--- src/rtl/punc_mem_pkg.sv ---
// Shared types and default widths for the PUnC memory arbiter slice.
package punc_mem_pkg;

   localparam int DEF_ADDR_W = 16;
   localparam int DEF_DATA_W = 16;

   // Arbiter phase: loader-exclusive boot, then CPU-priority run
   typedef enum logic {
      ST_BOOT = 1'b0,
      ST_RUN  = 1'b1
   } state_e;

   // Which port receives the data of an outstanding read
   typedef enum logic {
      OWN_C = 1'b0,
      OWN_L = 1'b1
   } owner_e;

endpackage

--- src/rtl/punc_starve_ctr.sv ---
// Saturating up-counter with synchronous clear and a flag raised at its limit.
// Used to track how long the loader has been refused a memory slot.
module punc_starve_ctr #(
   parameter int LIMIT = 4,
   parameter int WIDTH = $clog2(LIMIT + 1)
) (
   input  logic clk,
   input  logic rst,
   input  logic clr,
   input  logic inc,
   output logic at_limit
);

   localparam logic [WIDTH-1:0] LIMIT_V = WIDTH'(LIMIT);

   logic [WIDTH-1:0] cnt_q;
   logic [WIDTH-1:0] cnt_d;

   // Next count: clear wins, otherwise count up but never past the limit
   always_comb begin
      cnt_d = cnt_q;
      if (clr) begin
         cnt_d = '0;
      end else if (inc && (cnt_q != LIMIT_V)) begin
         cnt_d = cnt_q + 1'b1;
      end
   end

   // Counter register, cleared asynchronously by the active-low reset
   always_ff @(posedge clk or negedge rst) begin
      if (!rst) begin
         cnt_q <= '0;
      end else begin
         cnt_q <= cnt_d;
      end
   end

   assign at_limit = (cnt_q == LIMIT_V);

endmodule

--- src/rtl/punc_mem_arbiter.sv ---
// Two-port arbiter in front of the unified PUnC memory. Port C is the CPU,
// port L is the program loader / debug host. During boot only L may access
// memory and the CPU is held off; after boot_done the CPU has priority, but
// the loader is guaranteed a slot after STARVE_LIMIT consecutive refusals.
module punc_mem_arbiter
   import punc_mem_pkg::*;
#(
   parameter int ADDR_W       = DEF_ADDR_W,
   parameter int DATA_W       = DEF_DATA_W,
   parameter int STARVE_LIMIT = 4,
   parameter int CNT_W        = 16
) (
   input  logic              clk,
   input  logic              rst,
   input  logic              c_req,
   input  logic              c_we,
   input  logic [ADDR_W-1:0] c_addr,
   input  logic [DATA_W-1:0] c_wdata,
   output logic              c_gnt,
   output logic              c_rvalid,
   output logic [DATA_W-1:0] c_rdata,
   input  logic              l_req,
   input  logic              l_we,
   input  logic [ADDR_W-1:0] l_addr,
   input  logic [DATA_W-1:0] l_wdata,
   output logic              l_gnt,
   output logic              l_rvalid,
   output logic [DATA_W-1:0] l_rdata,
   input  logic              boot_done,
   output logic              cpu_run,
   output logic              mem_en,
   output logic              mem_we,
   output logic [ADDR_W-1:0] mem_addr,
   output logic [DATA_W-1:0] mem_wdata,
   input  logic [DATA_W-1:0] mem_rdata,
   output logic [CNT_W-1:0]  c_wait_cnt
);

   state_e              state_q, state_d;
   logic                cpu_run_q, cpu_run_d;
   logic                rd_pend_q, rd_pend_d;
   owner_e              rd_own_q, rd_own_d;
   logic [DATA_W-1:0]   c_rdata_q, c_rdata_d;
   logic [DATA_W-1:0]   l_rdata_q, l_rdata_d;
   logic [CNT_W-1:0]    c_wait_q, c_wait_d;

   logic                starve_clr;
   logic                starve_inc;
   logic                starve_full;

   // Loader starvation tracking only matters in RUN; in BOOT L always wins
   punc_starve_ctr #(
      .LIMIT (STARVE_LIMIT)
   ) u_starve (
      .clk      (clk),
      .rst      (rst),
      .clr      (starve_clr),
      .inc      (starve_inc),
      .at_limit (starve_full)
   );

   // Grant decision: combinational from requests and phase, suppressed in reset
   always_comb begin
      c_gnt = 1'b0;
      l_gnt = 1'b0;
      if (rst) begin
         if (state_q == ST_BOOT) begin
            l_gnt = l_req;
         end else if (l_req && starve_full) begin
            l_gnt = 1'b1;
         end else if (c_req) begin
            c_gnt = 1'b1;
         end else begin
            l_gnt = l_req;
         end
      end
   end

   // Starvation counter control: count refused loader cycles in RUN only
   always_comb begin
      starve_inc = (state_q == ST_RUN) && l_req && !l_gnt;
      starve_clr = !starve_inc;
   end

   // Memory issue: the granted port drives the memory in the same cycle
   always_comb begin
      mem_en    = c_gnt || l_gnt;
      mem_we    = 1'b0;
      mem_addr  = '0;
      mem_wdata = '0;
      if (c_gnt) begin
         mem_we    = c_we;
         mem_addr  = c_addr;
         mem_wdata = c_wdata;
      end else if (l_gnt) begin
         mem_we    = l_we;
         mem_addr  = l_addr;
         mem_wdata = l_wdata;
      end
   end

   // Read return: route the memory word to the owner, others hold their last data
   always_comb begin
      c_rvalid = rd_pend_q && (rd_own_q == OWN_C);
      l_rvalid = rd_pend_q && (rd_own_q == OWN_L);
      c_rdata  = c_rvalid ? mem_rdata : c_rdata_q;
      l_rdata  = l_rvalid ? mem_rdata : l_rdata_q;
   end

   // Next-state values for the phase, read-tracking and wait-counter registers
   always_comb begin
      state_d   = state_q;
      if ((state_q == ST_BOOT) && boot_done) begin
         state_d = ST_RUN;
      end
      cpu_run_d = (state_d == ST_RUN);

      rd_pend_d = (c_gnt && !c_we) || (l_gnt && !l_we);
      rd_own_d  = c_gnt ? OWN_C : OWN_L;
      c_rdata_d = c_rdata;
      l_rdata_d = l_rdata;

      c_wait_d  = c_wait_q;
      if (c_req && !c_gnt && (c_wait_q != {CNT_W{1'b1}})) begin
         c_wait_d = c_wait_q + 1'b1;
      end
   end

   // All arbiter state; reset drops any outstanding read and returns to BOOT
   always_ff @(posedge clk or negedge rst) begin
      if (!rst) begin
         state_q   <= ST_BOOT;
         cpu_run_q <= 1'b0;
         rd_pend_q <= 1'b0;
         rd_own_q  <= OWN_C;
         c_rdata_q <= '0;
         l_rdata_q <= '0;
         c_wait_q  <= '0;
      end else begin
         state_q   <= state_d;
         cpu_run_q <= cpu_run_d;
         rd_pend_q <= rd_pend_d;
         rd_own_q  <= rd_own_d;
         c_rdata_q <= c_rdata_d;
         l_rdata_q <= l_rdata_d;
         c_wait_q  <= c_wait_d;
      end
   end

   assign cpu_run    = cpu_run_q;
   assign c_wait_cnt = c_wait_q;

endmodule
--- config.mk ---
export PLATFORM = sky130hd
export DESIGN_NAME = punc_mem_arbiter
export DESIGN_NICKNAME = d
export VERILOG_FILES = /design/src/rtl/punc_mem_pkg.sv /design/src/rtl/punc_starve_ctr.sv /design/src/rtl/punc_mem_arbiter.sv
export SDC_FILE = /design/constraint.sdc
export NUM_CORES = 1
export LEC_CHECK = 0
export BUFFER_PORTS_ARGS = -buffer_cell sky130_fd_sc_hd__buf_2
export CORE_MARGIN = 4
export CORE_UTILIZATION = 30
export CTS_CLUSTER_SIZE = 28
export DETAILED_ROUTE_END_ITERATION = 10
export PLACE_DENSITY = 0.64
export RECOVER_POWER = 50
export SYNTH_ARGS = -nofsm -noshare
export SYNTH_HDL_FRONTEND = slang
export SYNTH_SLANG_ARGS = --single-unit
export TNS_END_PERCENT = 30
--- constraint.sdc ---
create_clock -name clk -period 3.8 [get_ports clk]
set_clock_uncertainty 0.15 [all_clocks]
set_input_delay 0.95 -clock clk [delete_from_list [all_inputs] [get_ports clk]]
set_output_delay 0.95 -clock clk [all_outputs]
set_load 0.05 [all_outputs]
-- After elaboration in Yosys (flattened, before gate mapping)
Index checks and enable logic that the tools add are counted.
- flip-flop bits (word level): 54
- bits of input ports: 87
- output and inout bits: 87
- logic and storage cells: 51
- add/sub/neg operators: 2
- equal/unequal tests: 4
- mux-type cells: 19
- bitwise gates (word level): 2
- reduce and logical (&&, ||, !) cells: 17
- operators by type and width (kind ; count):
    $mux W16 ; 6
    $add A16 B1 Y16 const B ; 1
    $ne A16 B16 Y1 const B ; 1
    $logic_and A1 B1 Y1 ; 11
    $mux W1 ; 11
    $mux W3 ; 2
    $logic_not A1 Y1 ; 4
    $add A3 B1 Y3 const B ; 1
    $eq A3 B3 Y1 const B ; 1
    $ne A3 B3 Y1 const B ; 1
    $logic_or A1 B1 Y1 ; 2
    $ne A2 B2 Y1 const B ; 1
    $not A1 Y1 ; 2

-- Depth between registers and ports, before layout
Gate-level depths: netlist of run 1.
- word-level depth: 10
- depth in mapped cells: 7
- gate-level depth less buffers: 6

-- Modules after synthesis
Synthesis of run 1 repeated with hierarchy kept, for this count alone.
- cells, all modules: 214
- area, all modules: 2686.3 µm²
- by module, submodules not included (module ; instances ; cells an instance ; area an instance (µm²) ; seq. area each (µm²)):
    punc_mem_arbiter ; 1 ; 196 ; 2488.6 ; 1276.2
    punc_starve_ctr ; 1 ; 18 ; 197.7 ; 75.1

-- Worst setup path before layout of run 1
Ideal clock, no wire load.
- path kind: input to output
- start: input l_req
- end: output mem_addr[10]
- arrival time: 2.087 ns
- data required time: 2.700 ns
- slack: 0.613 ns
- stages on the path: 5
- buffers on the path: 1
- path through: nand3_2 nand4_1 inv_2 buf_4 a22o_1
- elaborated cells between the ends (all ways): 10
- classes of those cells: 9 x mux; 1 x reduce/logical
- RTL lines (what ; RTL line ; text):
    start, declared ; punc_mem_arbiter.sv:22 ; input logic l_req,
    $logic_and A1 B1 Y1 ; punc_mem_arbiter.sv:69 ; end else if (l_req && starve_full) begin
    $mux W1 ; punc_mem_arbiter.sv:69 ;
    $mux W1 ; punc_mem_arbiter.sv:67 ; if (state_q == ST_BOOT) begin
    $mux W1 ; punc_mem_arbiter.sv:66 ; if (rst) begin
    via c_gnt ; punc_mem_arbiter.sv:19 ; output logic c_gnt,
    $mux W16 ; punc_mem_arbiter.sv:91 ; if (c_gnt) begin
    end, declared ; punc_mem_arbiter.sv:33 ; output logic [ADDR_W-1:0] mem_addr,
The timed path passes the listed nets, and every way through them passes these cells.

-- Final worst setup path of run 1
- start: input l_req
- end: output mem_wdata[15]
- word-level cells in the longest chain between the ends: 6
- elaborated cells between the ends (all ways): 10
- classes of those cells: 9 x mux; 1 x reduce/logical
- RTL lines (what ; RTL line ; text):
    $mux W1 / $logic_and A1 B1 Y1 (equally long branches) ; punc_mem_arbiter.sv:71, punc_mem_arbiter.sv:69 ;
    $mux W1 ; punc_mem_arbiter.sv:69 ;
    $mux W1 ; punc_mem_arbiter.sv:67 ;
    $mux W1 ; punc_mem_arbiter.sv:66 ;
    $mux W16 ; punc_mem_arbiter.sv:95 ; end else if (l_gnt) begin
    $mux W16 (*) ; punc_mem_arbiter.sv:91 ;
    end, declared ; punc_mem_arbiter.sv:34 ; output logic [DATA_W-1:0] mem_wdata,
Every way passes the cells marked *; elsewhere a longest branch is shown, timed or not.

==> results_dict.tcl, run 1 <==
set metrics [dict create \
    ctsResizeCount 0 \
    arrival_ps 2390 \
    synth.avg_cell_area_sq_um 12.57 \
    clk_path_buf_depth 2 \
    globalplace.congestion 0.8497 \
    layout.nets 475 \
    wirelength_um 8162 \
    dp.cells 486 \
    hp-class "reg -> reg" \
    root_buffer "clkbuf_8" \
    synth_nets 303 \
    fin_setup_tns_ps 0 \
    synth_warnings 0 \
    core_sq_um 8721 \
    port_buffers 173 \
    cts.sinks 54 \
    tritoncts "built" \
    fp.dieH_um 102.5 \
    required_ps 2700 \
    antenna_cells 0 \
    fmax_mhz 286.9 \
    drv_cap 0 \
    grt_pass1_vias 2474 \
    slew_violations 0 \
    grt_setup_unrepaired "false" \
    worst-setup-path-type "in -> out" \
    grt_use_total_pct 14.79 \
    viasPerCell 4.818 \
    yosysSeqAreaShare_pct 50.47 \
    post-route-period-util_pct 91.71 \
    drive_above_1_share_pct 53.11 \
    cpPeakStageDelay_ps 470 \
    syn_area_sq_um 2678 \
    areaGrowthSynthToFinish_pct 38.22 \
    synth-seq-cells 54 \
    crit_chain "buf_2 -> nand3_1 -> nand4_1 -> inv_2 -> a22o_1 -> buf_2" \
    synth_cell_type_count 33 \
    drt_pass1_iterations 4 \
    clk_latency_ps 310 \
    slowest_stage "inv_2" \
    cts_setup_buffers 0 \
    die_w_um 102.5 \
    syn_inst 213 \
    async_flop_share_pct 100.0 \
    initial_core_util_pct 30.70 \
    cts-buffers-inserted 5 \
    postCtsHoldBufs 0 \
    vdd_ir_drop_max_v 0.0002413 \
    synth_edf_count 0 \
    power_density_nw_per_um2 557.5 \
    grt_max_degree 38 \
    crit_fanout 34 \
    end_kind "output pin" \
    ant_nets 0 \
    layout.cells.non_filler 494 \
    dp_hpwl_um 6618 \
    synth_flop_cell "dfrtp_1" \
    finalSetupViolCount 0 \
    overflow 0 \
    path_common_cell "buf_2" \
    htree_levels 2 \
    worst_pin_slew_ps 1442 \
    drc 0 \
    crit_family "buffers and inverters" \
    worstSetupStartpointType "input pin" \
    num_vias 2380 \
    dieArea_sq_um 10500 \
    run_status "complete, no violations" \
    crit_buf_inv 3 \
    pin_count 174 \
    drt_iter0_drc 40 \
    hold_viol 0 \
    cts.reportedPaths.clkPinSlew_ps 100 \
    grt_pass1_wl_um 12080 \
    antenna_found_initial 0 \
    fin_crit_ps 3485 \
    slew_headroom_pct 3.881 \
    p_leak_nw 1.921 \
    final_cell_mix "buf_2 (167), dfrtp_1 (54), a22o_1 (33), mux2_2 (20), xnor2_1 (15)" \
    layout_commonest_cell "buf_2" \
    num_rows 34 \
    wl_per_cell_um 16.52 \
]
## logic make-up (layout without fill, tap and decap cells)
logic type	Yosys count	after routing	synth area share, %
muxes	34	34	14.25
xor gates and xnor gates	15	15	4.907
AOI/OAI and AO/OA	39	39	13.32
buffers and inverters	18	191	4.065
and+or+nand+nor	50	50	11.59
DFF	54	54	50.47
adders and majority gates	3	3	1.402
## routing by layer
metal / global-route usage, % / part of all wire (%) / wire length (um)
met3: 4.232 / 8.4 / 686
met2: 29.00 / 55 / 4475
met4: 3.330 / 1.1 / 87
met5: 0 / 0 / 0
met1: 15.34 / 36 / 2912
## report_power, final
group | leakage, nW | switching [W] | total (W) | internal, W
combinational | 1.21 | 0.000713 | 0.000962 | 0.000248
sequential | 0.659 | 0.0000677 | 0.000762 | 0.000694
clock | 0.0502 | 0.000202 | 0.000339 | 0.000137
## cells in the mapped netlist, types with 4 or more instances
master    n  area share, %
dfrtp_1  54             50
xnor2_1  15            4.9
mux2_2   33             14
nor2_1    4           0.56
inv_1     5           0.70
nand2_1   6           0.84
buf_4     6            1.7
nand3_1  10            1.9
nand4_1   8            1.9
a22o_1   33             11
## registers in the layout (all words and copies together) (netlist names)
name            cells
c_wait_cnt         16
c_rdata_q          16
u_starve.cnt_q      3
rd_pend_q           1
l_rdata_q          16
cpu_run             1
rd_own_q            1
## cell type report
| class | count | area [sq um] |
|---|---|---|
| clock buffers | 5 | 68.82 |
| clock inverters | 3 | 28.78 |
| fillers | 868 | 5020 |
| inverters | 7 | 26.28 |
| multi-input cells | 141 | 1197 |
| flip-flops and latches | 54 | 1351 |
| well taps | 108 | 135.1 |
| repair buffers | 176 | 893.4 |
## metrics by stage
step           hold slack, ps  utilization (%)  setup slack, ps  total power [W]  area [sq um]
2_1_floorplan           382.8                -            612.6         0.001505          2678
3_3_place_gp            324.7            41.66            343.7         0.001741          3633
3_5_place_dp            329.2            41.66            296.4         0.001759          3633
4_1_cts                 356.5            42.78            295.3         0.002108          3731
5_1_grt                 366.5            42.44            194.1         0.002169          3701
6_report                350.4            42.44            314.8         0.002063          3701
## worst paths after layout
kind | end | slack [ps] | depth (start not counted) | start
setup / recovery | mem_wdata[15] | 310 | 6 | l_req
hold / removal | c_rdata_q[6]$_DFF_PN0_ | 350 | 1 | c_rdata_q[6]$_DFF_PN0_
setup reg to reg | c_wait_cnt[1]$_DFFE_PN0P_ | 1220 | 6 | u_starve.cnt_q[0]$_DFFE_PN0P_
hold reg to reg | c_rdata_q[6]$_DFF_PN0_ | 350 | 1 | c_rdata_q[6]$_DFF_PN0_
max in group asynchronous | c_wait_cnt[8]$_DFFE_PN0P_ | 1620 | 2 | rst
min in group asynchronous | u_starve.cnt_q[0]$_DFFE_PN0P_ | 640 | 2 | rst
Power figures use the tool's default switching activity.
==> run 2: changes to the inputs <==
--- a/config.mk
+++ b/config.mk
@@ -7,10 +7,10 @@
 export LEC_CHECK = 0
 export BUFFER_PORTS_ARGS = -buffer_cell sky130_fd_sc_hd__buf_2
 export CORE_MARGIN = 4
-export CORE_UTILIZATION = 30
+export CORE_UTILIZATION = 46
 export CTS_CLUSTER_SIZE = 28
 export DETAILED_ROUTE_END_ITERATION = 10
-export PLACE_DENSITY = 0.64
+export PLACE_DENSITY = 0.9
 export RECOVER_POWER = 50
 export SYNTH_ARGS = -nofsm -noshare
 export SYNTH_HDL_FRONTEND = slang
==> run 2 against run 1 <==
  * Total power up 0.41%
  * Sequential power about the same
  * Highest routed layer unchanged
  * Die area down 32%
  * Fmax down 0.99%
  * Largest power group unchanged
  * Critical path type unchanged
  * Sequential share of layout area down 0.63 points
  * Clock-buffer cell count up 1
==> results_dict.tcl, run 2 (synthesis results as in run 1) <==
set metrics [dict create \
    run_status "complete, no violations" \
    hold_viol 0 \
    fp.dieH_um 84.30 \
    ant_nets 0 \
    drt_pass1_iterations 4 \
    final.setup.worst_slack_ps 280.1 \
    fin_setup_tns_ps 0 \
    dp_hpwl_um 6650 \
    dpl_worst_slack_ps 350.7 \
    initial_core_util_pct 48.04 \
    worst-setup-path-type "in -> out" \
    worstSetupStartpointType "input pin" \
    globalplace.congestion 0.8647 \
    htree_levels 2 \
    end_kind "output pin" \
    wl_per_cell_um 17.70 \
    grt_max_degree 41 \
    drive_above_1_share_pct 50.52 \
    drv_cap 0 \
    dieArea_sq_um 7106 \
    slew_headroom_pct 41.71 \
    die_w_um 84.30 \
    finalSetupViolCount 0 \
    antenna_cells 0 \
    p_leak_nw 1.936 \
    n_fill_cell 466 \
    grt_pass1_wl_um 12590 \
    fmax_mhz 284.1 \
    ff_latch_area_sq_um 1351 \
    root_buffer "clkbuf_8" \
    multi_input_area_sq_um 1217 \
    slew_violations 0 \
    holdWs_ps 345.2 \
    core_sq_um 5574 \
    cts_setup_buffers 0 \
    drt_iter0_drc 56 \
    power_density_nw_per_um2 550.1 \
    clk_latency_ps 290 \
    tritoncts "built" \
    p_total_w 0.002072 \
    postCtsHoldBufs 0 \
    cts.sinks 54 \
    antenna_found_initial 0 \
    worst_pin_slew_ps 874.4 \
    port_buffers 173 \
    post-route-period-util_pct 92.63 \
    viasPerCell 5.345 \
    cts.reportedPaths.clkPinSlew_ps 90 \
    ctsResizeCount 0 \
    num_vias 2448 \
    hp-class "in -> async" \
    layout.cells.non_filler 458 \
    num_rows 27 \
    layout_commonest_cell "buf_2" \
    arrival_ps 2420 \
    grt_use_total_pct 22.14 \
    wirelength_um 8108 \
    fin_crit_ps 3520 \
    required_ps 2700 \
    layout.nets 475 \
    areaGrowthSynthToFinish_pct 40.65 \
    dp.cells 450 \
    overflow 0 \
    clk_path_buf_depth 2 \
    grt_pass1_vias 2507 \
    final_cell_mix "buf_2 (160), dfrtp_1 (54), a22o_1 (33), mux2_1 (24), xnor2_1 (15)" \
    drc 0 \
    grt_setup_unrepaired "false" \
    vdd_ir_drop_max_v 0.0003034 \
    pin_count 174 \
    crit_fanout 34 \
    cts-buffers-inserted 5 \
]
==> run 2: cell count changes in the layout (fill, tap and decap cells not counted), sizes merged <==
cell,delta
buf,-1
clkbuf,+2
clkinv,-2
clkinvlp,+1
==> run 2: area by class of cell <==
type | count | share of cell area, %
Inverter | 7 | 0.6977
Tap cell | 72 | 2.392
Multi-Input combinational cell | 141 | 32.33
Clock inverter | 2 | 0.4319
Sequential cell | 54 | 35.88
Clock buffer | 6 | 2.193
Timing Repair Buffer | 176 | 26.08
==> run 2: path summary, 6_finish.rpt <==
| check | end | cells past startpoint | start | slack [ps] |
|---|---|---|---|---|
| setup reg to reg | c_wait_cnt[1]$_DFFE_PN0P_ | 5 | c_wait_cnt[0]$_DFFE_PN0P_ | 1740 |
| hold reg to reg | c_rdata_q[13]$_DFF_PN0_ | 1 | c_rdata_q[13]$_DFF_PN0_ | 350 |
| setup / recovery | mem_addr[14] | 5 | rst | 280 |
| hold / removal | u_starve.cnt_q[1]$_DFFE_PN0P_ | 1 | rst | 350 |
| min in group clk | c_rdata_q[13]$_DFF_PN0_ | 1 | c_rdata_q[13]$_DFF_PN0_ | 350 |
| max in group asynchronous | l_rdata_q[15]$_DFF_PN0_ | 2 | rst | 2140 |
==> run 2: power by group <==
part           switching, W  internal, W
clock              0.000181     0.000150
combinational      0.000723     0.000255
sequential        0.0000680     0.000695
total              0.000972      0.00110
==> run 2: critical path, stage by stage <==
cell,delay (ps)
clkbuf_1,240
nand4_1,250
inv_2,480
a22o_1,210
buf_2,280
==> run 2: metrics by stage <==
step / instance area, sq um / utilization [%]
final: 3766 / 67.56
after global routing: 3766 / 67.56
after CTS: 3777 / 67.77
after detailed placement: 3679 / 65.99
after global placement: 3679 / 65.99
after floorplan: 2678 / -
==> run 2: metal layers <==
metal  vias to the layer above  track usage, %  routed length (um)
li1                       1139               -                   -
met1                      1178           24.67                3007
met2                       122           41.68                4272
met3                         9           5.496                 689
met4                         0           5.848                 138
met5                         -               0                   0
